`src/rtl/ifetch_ctrl_if.sv`:
```
// Instruction-bus request/response types and the bundle that carries them
// between the fetch controller (master) and the instruction memory (slave).
typedef enum logic [1:0] {MSIZE1, MSIZE2, MSIZE4, MSIZE8} msize_t;

typedef struct packed {
  logic        valid;
  logic [63:0] addr;
  msize_t      size;
  logic [7:0]  strobe;
  logic [63:0] data;
} ibus_req_t;

typedef struct packed {
  logic        addr_ok;
  logic        data_ok;
  logic [63:0] data;
} ibus_resp_t;

interface ifetch_ctrl_if;
  ibus_req_t  ireq;
  ibus_resp_t iresp;

  modport master (output ireq, input iresp);
  modport slave  (input ireq, output iresp);
endinterface

```
`src/rtl/ifetch_ctrl.sv`:
```
// Fetch front-end: owns the fetch PC, issues one ibus request at a time and
// buffers returned instructions in a 2-entry in-order queue.
//
// state | meaning
// IDLE  | no request on the bus; waiting for queue space
// REQ   | request to pc held on the bus until data_ok
// DRAIN | redirected while a request was in flight; stale response discarded
module ifetch_ctrl #(
  parameter logic [63:0] RESET_PC = 64'h8000_0000
) (
  input  logic                clk,
  input  logic                reset,
  ifetch_ctrl_if.master       ibus,
  input  logic                redirect,
  input  logic [63:0]         redirect_pc,
  input  logic                stall,
  output logic                out_valid,
  output logic [63:0]         out_pc,
  output logic [31:0]         out_instr
);

  typedef enum logic [1:0] {IDLE, REQ, DRAIN} state_t;

  state_t      state;
  logic        req_valid;
  logic [63:0] pc;
  logic [63:0] tgt;
  logic [63:0] q0_pc, q1_pc;
  logic [31:0] q0_instr, q1_instr;
  logic [1:0]  count;

  logic        data_ok;
  logic [31:0] rdata;
  logic [63:0] redir_pc;
  logic        pop;
  logic        push;
  logic [1:0]  cnt_pop;
  logic [1:0]  cnt_next;
  logic        unused_resp;

  assign data_ok     = ibus.iresp.data_ok;
  assign rdata       = ibus.iresp.data[31:0];
  assign unused_resp = ^{ibus.iresp.addr_ok, ibus.iresp.data[63:32]};
  assign redir_pc    = {redirect_pc[63:2], 2'b00};

  assign out_valid = (count != 2'd0);
  assign out_pc    = q0_pc;
  assign out_instr = q0_instr;

  assign pop      = out_valid & ~stall;
  assign push     = (state == REQ) & data_ok & ~redirect;
  assign cnt_pop  = count - {1'b0, pop};
  assign cnt_next = cnt_pop + {1'b0, push};

  assign ibus.ireq = '{valid: req_valid, addr: pc, size: MSIZE4,
                       strobe: 8'h00, data: 64'h0};

  always_ff @(posedge clk or posedge reset) begin
    if (reset) begin
      state     <= IDLE;
      req_valid <= 1'b0;
      pc        <= RESET_PC;
      tgt       <= 64'h0;
      count     <= 2'd0;
      q0_pc     <= 64'h0;
      q0_instr  <= 32'h0;
      q1_pc     <= 64'h0;
      q1_instr  <= 32'h0;
    end else begin
      if (redirect) begin
        count <= 2'd0;
      end else begin
        count <= cnt_next;
        if (pop) begin
          q0_pc    <= q1_pc;
          q0_instr <= q1_instr;
        end
        // The new entry lands behind whatever survives this cycle's pop.
        if (push) begin
          if (cnt_pop == 2'd0) begin
            q0_pc    <= pc;
            q0_instr <= rdata;
          end else begin
            q1_pc    <= pc;
            q1_instr <= rdata;
          end
        end
      end

      case (state)
        IDLE: begin
          if (redirect) begin
            pc        <= redir_pc;
            state     <= REQ;
            req_valid <= 1'b1;
          end else if (cnt_pop <= 2'd1) begin
            state     <= REQ;
            req_valid <= 1'b1;
          end
        end
        REQ: begin
          if (redirect) begin
            if (data_ok) begin
              pc <= redir_pc;
            end else begin
              // Address must stay put until the bus answers.
              tgt   <= redir_pc;
              state <= DRAIN;
            end
          end else if (data_ok) begin
            pc <= pc + 64'd4;
            if (cnt_next >= 2'd2) begin
              state     <= IDLE;
              req_valid <= 1'b0;
            end
          end
        end
        DRAIN: begin
          if (data_ok) begin
            pc    <= redirect ? redir_pc : tgt;
            state <= REQ;
          end else if (redirect) begin
            tgt <= redir_pc;
          end
        end
        default: begin
          state     <= IDLE;
          req_valid <= 1'b0;
        end
      endcase
    end
  end

endmodule

```
`src/flat_wrapper.sv`:
```
// flat-port wrapper written by rule: the top's interface ports become plain ports
module ifetch_ctrl_flat 
#(
  parameter logic [63:0] RESET_PC = 64'h8000_0000
)
  (clk, reset, redirect, redirect_pc, stall, out_valid, out_pc, out_instr, ibus_ireq, ibus_iresp);
  ifetch_ctrl_if ibus_i ();
  input  logic clk;
  input  logic reset;
  input  logic redirect;
  input  logic [63:0] redirect_pc;
  input  logic stall;
  output logic out_valid;
  output logic [63:0] out_pc;
  output logic [31:0] out_instr;
  output wire logic [$bits(ibus_i.ireq)-1:0] ibus_ireq;
  input wire logic [$bits(ibus_i.iresp)-1:0] ibus_iresp;
  assign ibus_ireq = ibus_i.ireq;
  assign ibus_i.iresp = ibus_iresp;
  ifetch_ctrl #(.RESET_PC(RESET_PC)) u_core (.clk(clk), .reset(reset), .ibus(ibus_i), .redirect(redirect), .redirect_pc(redirect_pc), .stall(stall), .out_valid(out_valid), .out_pc(out_pc), .out_instr(out_instr));
endmodule
```
`config.mk`:
```
export PLATFORM = sky130hd
export DESIGN_NAME = ifetch_ctrl_flat
export DESIGN_NICKNAME = d
export VERILOG_FILES = /design/src/rtl/ifetch_ctrl_if.sv /design/src/rtl/ifetch_ctrl.sv /design/src/flat_wrapper.sv
export SDC_FILE = /design/constraint.sdc
export NUM_CORES = 1
export LEC_CHECK = 0
export ABC_AREA = 1
export CORE_ASPECT_RATIO = 0.9
export CORE_MARGIN = 4
export CORE_UTILIZATION = 42
export DETAILED_ROUTE_END_ITERATION = 10
export PLACE_DENSITY = 0.74
export SYNTH_ARGS = -nofsm -noshare
export SYNTH_HDL_FRONTEND = slang
export SYNTH_SLANG_ARGS = --single-unit
```
`constraint.sdc`:
```
create_clock -name clk -period 12.7 [get_ports clk]
set_clock_uncertainty 0.05 [all_clocks]
set_input_delay 2.54 -clock clk [delete_from_list [all_inputs] [get_ports clk]]
set_output_delay 2.54 -clock clk [all_outputs]
set_load 0.01 [all_outputs]
```
==> results.cfg <==
[floorplanning]
num_rows = 72
io_pins = 370
dieArea_um2 = 47000
start_util = 0.4252
core_um2 = 43060
die_w_um = 228.1
die_height_um = 206.1

[flow_run]
maxCapViolCount = 0

[setup_path]
regToRegStartpoint = u_core.state[1]
worstPathMaxFanout = 96
cp_cell_sequence = buf_2, buf_4, nor2_4, buf_4, inv_2, nor2_2, buf_4, nand3_4, a21oi_4, buf_4, nor2_1, a31oi_1
cp_slowest_cell = buf_4
crit_start = redirect
cp-start-kind = input pin
arrival_ns = 6.73
worstSetupPathType = in -> reg
path_buf_inv = 6
crit_family = buffers and inverters
cp.required_ns = 13.13
critPathCaptureType = flip-flop
crit_top_cell = buf_4
critPathMaxStageDelay_ns = 0.81

[placement]
gp_congestion = 0.9442
io_buffer_count = 260
dp_hpwl_um = 43700

[global_routing]
busiest_layer = met2
grt_max_degree = 133
met1_usage = 0.3593
grt_pass1_vias = 16517
grt_pass1_wl_um = 96150
grt_util_all_layers = 0.2580
globalRouteMet3Util = 0.06312
antenna_found_initial = 2
overflow = 0
use_met2 = 0.3981

[cts]
cts_tree = done
worstSkewPairLatency_ns = 0.57
cts_setup_buffers = 0
clockBufferDepth = 3
numCtsBuffers = 38
postCtsResizedCells = 0
cts-root-buf = clkbuf_16
htreeDepth = 2
cts_sinks = 325
cts_hold_buffers = 0
cts.clk_slew.worst_paths_ns = 0.06

[logic_synthesis]
synth_edf_count = 0
synthCells = 2377
synth_flop_cell = dfrtp_1
ys_ff_latch = 325
synth_cell_types = 38
yosysWarnings = 0
netlist_area_um2 = 18310
seq_area_frac_synth = 0.4442
syn_avg_cell_area_um2 = 7.703
synthArstFlopShare = 1.000

[routing]
ant_nets = 0
avgRoutedWirePerCell_um = 19.93
route.detailed.drc = 0
drtPass1Iterations = 6
routed_via_density = 5.604
wirelength_um = 62270
drtIter0Drc = 1774
via_count = 17513

[pwr]
share_clk_of_total_power = 0.211
power_density_nw_per_um2 = 256.8
power_frac_comb = 0.448
leakagePower_uw = 0.009769
seqPwrFrac = 0.341
peakVddDrop_mv = 0.1058
p_sw_frac = 0.4129
p_switching_uw = 2355
intPower_uw = 3349

[timing]
hold_ws_ns = 0.4262
min_period_ns = 6.302
drv_slew = 0
max_freq_ghz = 0.1587
hold_viol = 0
setup_viol_count_final = 0
fin_crit_sh = 0.4962
tns_ns = 0
max_slew_margin = 0.2259
tightest_slew_ns = 1.161
rsz0062_at_grt = false

[min_path]
hold_class = reg -> reg
hp-start = u_core.q1_instr[30]

[cells_and_area]
final_net_count = 2683
area_growth_pct = 21.30
drive_gt1_frac = 0.04360
utilization = 0.5158

[outcome]
outcome = complete, no violations
## power groups by stage
stage | sequential [uW] | combinational, uW | clock, uW
after floorplan | 1930 | 1420 | 0
after global placement | 1920 | 2470 | 0
after detailed placement | 1950 | 2530 | 0
after CTS | 1940 | 2540 | 1220
after global routing | 2000 | 2820 | 1270
final | 1950 | 2560 | 1200
## worst reg2reg max path, cell delays in order, from the launching register on
cell and delay [ns]:
dfrtp_1 0.41, inv_1 0.09, ha_1 0.20, inv_2 0.07, nor2_4 0.08, buf_4 0.58
inv_2 0.34, nor2_2 0.18, buf_4 0.32, nand3_4 0.71, a21oi_4 0.34, buf_4 0.81
nor2_1 0.18, a31oi_1 0.18
## final timing paths
check	end	slack [ns]	cells after the start
worst max-delay path	u_core.out_instr[13]	6.40	12
worst min-delay path	u_core.q1_instr[30]	0.43	2
worst max register to register	u_core.out_instr[13]	8.09	13
worst min register to register	u_core.q1_instr[30]	0.43	2
max in group asynchronous	u_core.tgt[42]	7.69	4
min in group asynchronous	u_core.out_instr[25]	2.54	2
## state kept, by name, summed over array words and instances, names as in the netlist
name / flops
u_core.state: 2
u_core.pc: 64
u_core.count: 2
u_core.out_instr: 32
u_core.q1_instr: 32
u_core.req_valid: 1
u_core.tgt: 64
u_core.out_pc: 64
u_core.q1_pc: 64
## cell usage after synthesis, types with 9 or more instances
cell	n	area, um^2
a211oi_1	31	232.7
a21oi_1	138	690.7
a22oi_1	10	75.07
a31oi_1	19	118.9
buf_2	42	210.2
buf_4	84	630.6
clkbuf_1	90	337.8
dfrtp_1	324	8108
inv_1	235	882.1
mux2_1	9	101.4
mux2_2	10	112.6
nand2_1	503	1888
nand3_1	65	325.3
nand4_1	27	168.9
nor2_1	152	570.6
o211ai_1	81	608.1
o21a_1	77	578.1
o21ai_0	386	1932
o22a_1	39	341.6
## metal layers
layer	wire, um	vias up
met1	27060	8446
met3	5415	121
met2	27690	759
met5	27	-
met4	2080	4
li1	-	8183
## cells in the final DEF (no fill, tap or decap), drive strengths merged
cell type and instances:
buf 19, o22a 39, dfrtp 324, o211ai 81, o21ai 390, a22oi 10
dfstp 1, or2 1, nor3 3, xor2 2, nand3 66, diode 1
inv 243, nand4 27, nand2 504, conb 74, clkinvlp 2, a211oi 31
mux2 19, a21oi 139, o21a 77, o31ai 1, bufinv 8, clkinv 5
nor2 159, ha 7, clkdlybuf4s50 259, a31oi 19, clkbuf 50, and3 1
o21bai 8
## layout make-up
cell class | instances | area [um^2]
Inverter | 241 | 914.6
Tap cell | 555 | 694.4
Multi-Input combinational cell | 1658 | 8368
Clock buffer | 50 | 1047
Clock inverter | 17 | 316.6
Sequential cell | 325 | 8134
Antenna cell | 1 | 2.502
Timing Repair Buffer | 278 | 2733
Fill cell | 4081 | 20850
## per-stage QoR
stage / power (uW) / cells / instance area [um^2] / setup WS (ns)
after detailed placement: 4484 / 3057 / 20840 / 5.910
final: 5704 / 3125 / 22210 / 6.398
after floorplan: 3354 / 2449 / 18580 / 1.114
after CTS: 5702 / 3124 / 22210 / 6.483
after global routing: 6087 / 3124 / 22210 / 6.130
after global placement: 4391 / 3057 / 20840 / 6.036
## logic make-up after synthesis
group,count (synthesis),share of synthesized area
and+or+nand+nor,761,0.1666
buffers and inverters,466,0.1157
xor gates and xnor gates,2,0.0009569
AOI/OAI and AO/OA,795,0.2556
muxes,19,0.01169
DFF,325,0.4442
other,2,0.0004102
adders and majority gates,7,0.004783
(Power assumes the default switching activity.)
